--- config.mk ---
export PLATFORM = sky130hd
export DESIGN_NAME = div_ctrl
export DESIGN_NICKNAME = d
export VERILOG_FILES = /design/src/rtl/div_ctrl_pkg.sv /design/src/rtl/div_ctrl_step.sv /design/src/rtl/div_ctrl.sv
export SDC_FILE = /design/constraint.sdc
export NUM_CORES = 1
export LEC_CHECK = 0
export ABC_CLOCK_PERIOD_IN_PS = 13550
export CAP_MARGIN = 20
export CORE_MARGIN = 4
export CORE_UTILIZATION = 62
export CTS_CLUSTER_SIZE = 25
export DETAILED_ROUTE_END_ITERATION = 6
export GPL_TIMING_DRIVEN = 0
export PLACE_DENSITY = 0.95
export SLEW_MARGIN = 20
export SYNTH_ARGS = -nofsm -noshare
export SYNTH_HDL_FRONTEND = slang
export SYNTH_HIERARCHICAL = 1
export SYNTH_SLANG_ARGS = --single-unit
--- constraint.sdc ---
create_clock -name clk -period 13.55 [get_ports clk]
set_input_delay 1.355 -clock clk [delete_from_list [all_inputs] [get_ports clk]]
set_output_delay 1.355 -clock clk [all_outputs]
set_load 0.05 [all_outputs]
--- src/rtl/div_ctrl_pkg.sv ---
// div_ctrl_pkg: shared constants, FSM state encoding and helpers for the iterative divider.
//   DIV_ITER      number of restoring steps per divide (one quotient bit per step)
//   DIV_STATE_WD  width of the divider FSM state
//   div_state_t   IDLE / CALC / DONE
//   abs_val       two's-complement magnitude when the sign flag is set
package div_ctrl_pkg;
   localparam int DIV_ITER = 32;
   localparam int DIV_STATE_WD = 2;
   localparam logic [5:0] DIV_LAST = 6'(DIV_ITER - 1);
   typedef enum logic [DIV_STATE_WD-1:0] {
      IDLE = 2'd0,
      CALC = 2'd1,
      DONE = 2'd2
   } div_state_t;
   function automatic logic [31:0] abs_val(input logic [31:0] v, input logic s);
      return s ? -v : v;
   endfunction
endpackage

--- src/rtl/div_ctrl_step.sv ---
// div_ctrl_step: one combinational radix-2 restoring division step.
//   rem    current partial remainder (always < dvs)
//   dvd    dividend bits still to shift in (MSB next); quotient bits fill from the LSB
//   dvs    divisor magnitude
//   rem_n  partial remainder after this step
//   dvd_n  dvd shifted left with the new quotient bit appended
module div_ctrl_step (
   input  logic [31:0] rem,
   input  logic [31:0] dvd,
   input  logic [31:0] dvs,
   output logic [31:0] rem_n,
   output logic [31:0] dvd_n
);
   logic [32:0] sh;
   logic [31:0] diff;
   logic ge;
   // sh is the 33-bit shifted partial remainder; when sh >= dvs the true
   // difference is below dvs, so the low 32 bits of the subtract are exact.
   assign sh = {rem, dvd[31]};
   assign ge = sh >= {1'b0, dvs};
   assign diff = sh[31:0] - dvs;
   assign rem_n = ge ? diff : sh[31:0];
   assign dvd_n = {dvd[30:0], ge};
endmodule

--- src/rtl/div_ctrl.sv ---
// div_ctrl: 32-cycle iterative signed/unsigned divider controller for the EXE stage.
//   clk, reset    clock; synchronous active-high reset
//   div_en        divide op present in EXE (level, held until it leaves EXE)
//   div_signed    1 = signed divide, 0 = unsigned
//   div_x, div_y  dividend / divisor, sampled only when a divide starts
//   div_accept    EXE op handed to MEM this cycle
//   flush         exception or ertn flush; abandons any divide
//   div_complete  div_q / div_r valid (high exactly while in DONE)
//   div_busy      FSM not IDLE
//   div_q, div_r  registered quotient / remainder
module div_ctrl
   import div_ctrl_pkg::*;
(
   input  logic        clk,
   input  logic        reset,
   input  logic        div_en,
   input  logic        div_signed,
   input  logic [31:0] div_x,
   input  logic [31:0] div_y,
   input  logic        div_accept,
   input  logic        flush,
   output logic        div_complete,
   output logic        div_busy,
   output logic [31:0] div_q,
   output logic [31:0] div_r
);
   div_state_t state;
   logic [5:0] cnt;
   logic [31:0] rem, dvd, dvs, rem_n, dvd_n;
   logic sx, sy, neg_q;
   div_ctrl_step u_step (.rem(rem), .dvd(dvd), .dvs(dvs), .rem_n(rem_n), .dvd_n(dvd_n));
   // Divide by zero yields all-ones regardless of signs, so no quotient negation then.
   assign neg_q = (sx ^ sy) && (dvs != '0);
   assign div_busy = state != IDLE;
   always_ff @(posedge clk) begin
      if (reset) begin
         state <= IDLE;
         cnt <= '0;
         rem <= '0;
         dvd <= '0;
         dvs <= '0;
         sx <= 1'b0;
         sy <= 1'b0;
         div_complete <= 1'b0;
         div_q <= '0;
         div_r <= '0;
      end else if (flush) begin
         state <= IDLE;
         div_complete <= 1'b0;
      end else begin
         case (state)
            IDLE: if (div_en) begin
               state <= CALC;
               cnt <= '0;
               rem <= '0;
               sx <= div_signed & div_x[31];
               sy <= div_signed & div_y[31];
               dvd <= abs_val(div_x, div_signed & div_x[31]);
               dvs <= abs_val(div_y, div_signed & div_y[31]);
            end
            CALC: if (!div_en) begin
               state <= IDLE;
            end else begin
               rem <= rem_n;
               dvd <= dvd_n;
               cnt <= cnt + 6'd1;
               if (cnt == DIV_LAST) begin
                  state <= DONE;
                  div_complete <= 1'b1;
                  div_q <= neg_q ? -dvd_n : dvd_n;
                  div_r <= sx ? -rem_n : rem_n;
               end
            end
            DONE: if (div_accept || !div_en) begin
               state <= IDLE;
               div_complete <= 1'b0;
            end
            default: state <= IDLE;
         endcase
      end
   end
endmodule
==> tab_implementation.tex <==
\begin{tabular}{lr}
\hline
Metric & Value \\
\hline
\multicolumn{2}{l}{\textbf{Clock network}} \\
Worst-Skew Late Latency & 440 ps \\
Deepest level of the CTS H-tree & 4 \\
Cell at the root of the clock tree & clkbuf\_16 \\
Clock input transition at the sequential cells of the worst setup and hold paths & 70 ps \\
TritonCTS buffer count & 17 \\
Number of cells upsized or downsized after cts & 0 \\
Clock buffer depth & 2 \\
Number of clock sinks & 171 \\
CTS tree & yes \\
Post-CTS setup buffer count & 0 \\
Number of buffers inserted for hold repair after clock tree synthesis & 0 \\
\multicolumn{2}{l}{\textbf{Die}} \\
Total number of placement rows & 50 \\
I/O pin total & about 140 \\
Area of the die & 21200 um\^{}2 \\
Total core area & 18600 um\^{}2 \\
Horizontal extent of the die & 146 um \\
Effective utilization at floorplan & 63.0\% \\
Die Ht & 146 um \\
\multicolumn{2}{l}{\textbf{Setup path}} \\
Critical Path, Cell by Cell & inv\_1 -> ha\_1 -> clkbuf\_1 -> nand4\_1 -> nor3\_1 -> o211ai\_1 -> nor4b\_4 -> o21ai\_2 -> a31oi\_4 -> o21a\_4 -> inv\_2 -> buf\_6 -> mux2\_2 -> nor4\_1 -> nand4b\_1 -> o41ai\_1 -> xor2\_1 -> a21oi\_1 \\
Worst path arrival time & $\sim$5900 ps \\
Type of origin of the critical path & register \\
Highest-delay cell along the critical path & nor4\_1 \\
CP Data Required Time & 13860 ps \\
Kind of critical path & reg -> reg \\
Type of element capturing the critical path & register \\
Max stage delay on crit path & 830 ps \\
Worst-path maximum fanout & 10 \\
\multicolumn{2}{l}{\textbf{Route}} \\
Post-Route WL & around 38 mm \\
Detailed Route Iter0 Violations & around 1800 \\
Pre-Repair DR Iteration Count & 7 \\
Vias per Instance & 6.59 \\
Number of DRC violations after detailed routing & 0 \\
WL/cell & 19.6 um \\
Vias after detailed routing & 12800 \\
Post-route ant nets & 0 \\
\multicolumn{2}{l}{\textbf{Synthesis}} \\
Number of enable flip-flop cells after synthesis & 0 \\
Net Count, Synth & about 1700 \\
Cell taking the most area after synthesis & dfxtp\_1 \\
Sequential cell area fraction in the yosys report & 29.1\% \\
Cells after Synth & around 1500 \\
Unique masters post-synth & 76 \\
Mean Syn Cell Area & roughly 7.6 um\^{}2 \\
Mapped Area & 11700 um\^{}2 \\
Biggest area contributors in the synthesized netlist & dfxtp\_1, a21oi\_1, o21ai\_0 \\
Area share of the leading cell type in the synthesized netlist & between 20\% and 30\% \\
Flip-flop and latch count after synthesis & 171 \\
Share of synthesized registers carrying an async set or reset & 0\% \\
Ys Warns & 6 \\
Predominant post-synthesis flop cell & dfxtp\_1 \\
\multicolumn{2}{l}{\textbf{STA}} \\
Total Negative Setup Slacks & 0 ps \\
Number of failing hold endpoints at the final stage & 0 \\
Max-slew violation count & 0 \\
Max frequency & 0.179 GHz \\
Post-route fraction of the period consumed by the critical path & 41.2\% \\
Post-route clock skew & 6.16 ps \\
Worst slew pin tran & 954 ps \\
Total setup violations reported at the end of the flow & 0 \\
Relative slew slack & a little over a third \\
Fin crit period & 5590 ps \\
RSZ-0062 raised after global routing & false \\
\multicolumn{2}{l}{\textbf{Pwr}} \\
Maximum VDD drop & between 70 and 80 uV \\
Share of power burned in the clock network & 37.9\% \\
PD cells & 97.7 nW/um\^{}2 \\
Register share of total power & roughly two fifths \\
Sw power & 0.000429 W \\
Power share of the combinational group & about a quarter \\
Internal power consumption & 0.000937 W \\
Leakage component of the power & 5.24 nW \\
Switching Fraction & a little under a third \\
\multicolumn{2}{l}{\textbf{Placed design}} \\
Detailed placer's ending HPWL & 29.1 mm \\
Number of buffers added on ports & 133 \\
Global placer's final weighted congestion & 0.966 \\
\multicolumn{2}{l}{\textbf{Global routing}} \\
Maximum number of pins on one net before global-route repair & 17 \\
Initial antenna violation count & 0 \\
Wire length of the first global-routing pass & 60.0 mm \\
Aggregate global-route resource usage & about a third \\
Total gr overflow & 0 \\
Via count of the first global-routing pass & approximately 12000 \\
\multicolumn{2}{l}{\textbf{Final layout}} \\
Number of antenna cells inserted & 0 \\
Final core area utilization & 75.0\% \\
Area of combinational cells with multiple inputs & 7460 um\^{}2 \\
Filler instances & 1391 \\
Area taken by flip-flops and latches & 3420 um\^{}2 \\
Net count reported at finish & around 1800 \\
Fraction of final layout cells with drive strength greater than 1 & 7.18\% \\
Area delta synth->final & 19.1\% \\
\multicolumn{2}{l}{\textbf{Hold path}} \\
Hold Crit Class & reg -> reg \\
\multicolumn{2}{l}{\textbf{Run}} \\
Count of max-cap constraint violations & 0 \\
\multicolumn{2}{l}{\textbf{Run status}} \\
Outcome & finished, final reports clean \\
\hline
\end{tabular}
## per-stage QoR
step	instances	worst slack [ps]	cell area (um^2)	hold slack [ps]	power (W)
floorplan	1549	9190	11700	421	0.000746
global placement	1916	8380	13400	434	0.000835
detailed placement	1917	8260	13400	447	0.000843
finish	1948	7960	14000	455	0.00137
CTS	1948	8170	14000	456	0.00135
global route	1948	7710	14000	472	0.00141
## synth_stat cells, types with 23 or more instances
| master | instances |
|---|---|
| xor2_1 | 49 |
| o21ai_0 | 122 |
| dfxtp_1 | 171 |
| buf_4 | 32 |
| a21oi_1 | 193 |
| or3_1 | 38 |
| nor2_1 | 102 |
| a31oi_1 | 46 |
| inv_1 | 58 |
| xnor2_1 | 56 |
| a211oi_1 | 23 |
| nand3_1 | 54 |
| nand2_1 | 135 |
| ha_1 | 37 |
| nor3_1 | 41 |
| nor4_1 | 40 |
| clkbuf_1 | 84 |
## path summary, 6_finish.rpt
path	startpoint	to	slack (ps)	cells past startpoint
worst max register to register	dvs[10]$_SDFFE_PP0P_	div_r[26]$_SDFFE_PP0P_	7960	18
worst min-delay path	dvd[7]$_SDFFE_PP0P_	dvd[7]$_SDFFE_PP0P_	450	2
worst min register to register	dvd[7]$_SDFFE_PP0P_	dvd[7]$_SDFFE_PP0P_	450	2
worst max-delay path	dvs[10]$_SDFFE_PP0P_	div_r[26]$_SDFFE_PP0P_	7960	18
## per-layer routing
layer	GRT usage, %	wire length, um	up-vias
li1	-	-	5942
met1	48.6	15400	5912
met2	52.3	16500	865
met3	6.91	5070	116
met4	11.7	1100	0
met5	0	0	-
## cells in the final DEF (no fill, tap or decap), types with 13 or more instances in the layout
| master | n |
|---|---|
| xor2_1 | 49 |
| nand4_1 | 20 |
| inv_1 | 58 |
| a21o_1 | 16 |
| mux2_2 | 20 |
| clkbuf_16 | 17 |
| dfxtp_1 | 171 |
| nand2_1 | 135 |
| clkdlybuf4s50_1 | 133 |
| o41ai_1 | 16 |
| xnor2_1 | 56 |
| a21oi_1 | 193 |
| nand3_1 | 54 |
| clkbuf_1 | 84 |
| ha_1 | 37 |
| or4_1 | 13 |
| o21ai_0 | 122 |
| nor4_1 | 40 |
| o31ai_1 | 13 |
| buf_4 | 32 |
| a211oi_1 | 23 |
| or3_1 | 38 |
| a31oi_1 | 46 |
| nor2_1 | 102 |
| nor3_1 | 41 |
## flip-flops by register name, indices dropped and copies added (netlist names), 2 cells and up
register / cells
cnt: 6
div_q: 32
div_r: 32
dvd: 32
dvs: 32
rem: 32
state: 2
## layout make-up
type | instances | share of cell area (%)
Clock buffer | 19 | 3.24
Inverter | 60 | 1.61
Clock inverter | 12 | 1.15
Multi-Input combinational cell | 1189 | 53.3
Sequential cell | 171 | 24.5
Buffer | 129 | 4.53
Tap cell | 234 | 2.09
Timing Repair Buffer | 134 | 9.55
## power by group through the flow
stage          Sequential [W]  Clock [W]  Combinational (W)
4_1_cts              0.000526   0.000517           0.000310
5_1_grt              0.000528   0.000535           0.000346
3_5_place_dp         0.000537          0           0.000306
6_report             0.000526   0.000518           0.000321
2_1_floorplan        0.000534          0           0.000212
3_3_place_gp         0.000536          0           0.000298
## critical path: cells and delay by family, from the launching register on
kind,cells,cell delay [ps]
simple gates,5,2120
compound gates,6,1470
buf+inv,4,560
mux,1,410
flops,1,360
fa+ha+maj,1,270
xor+xnor,1,240
## logic make-up after synthesis
group,share of synthesized area [%]
flops,29.1
fa+ha+maj,4.11
xor+xnor,7.83
mux,3.75
buf+inv,7.32
simple gates,22.1
compound gates,25.7
Note: power is estimated with default switching activity, not from simulation.
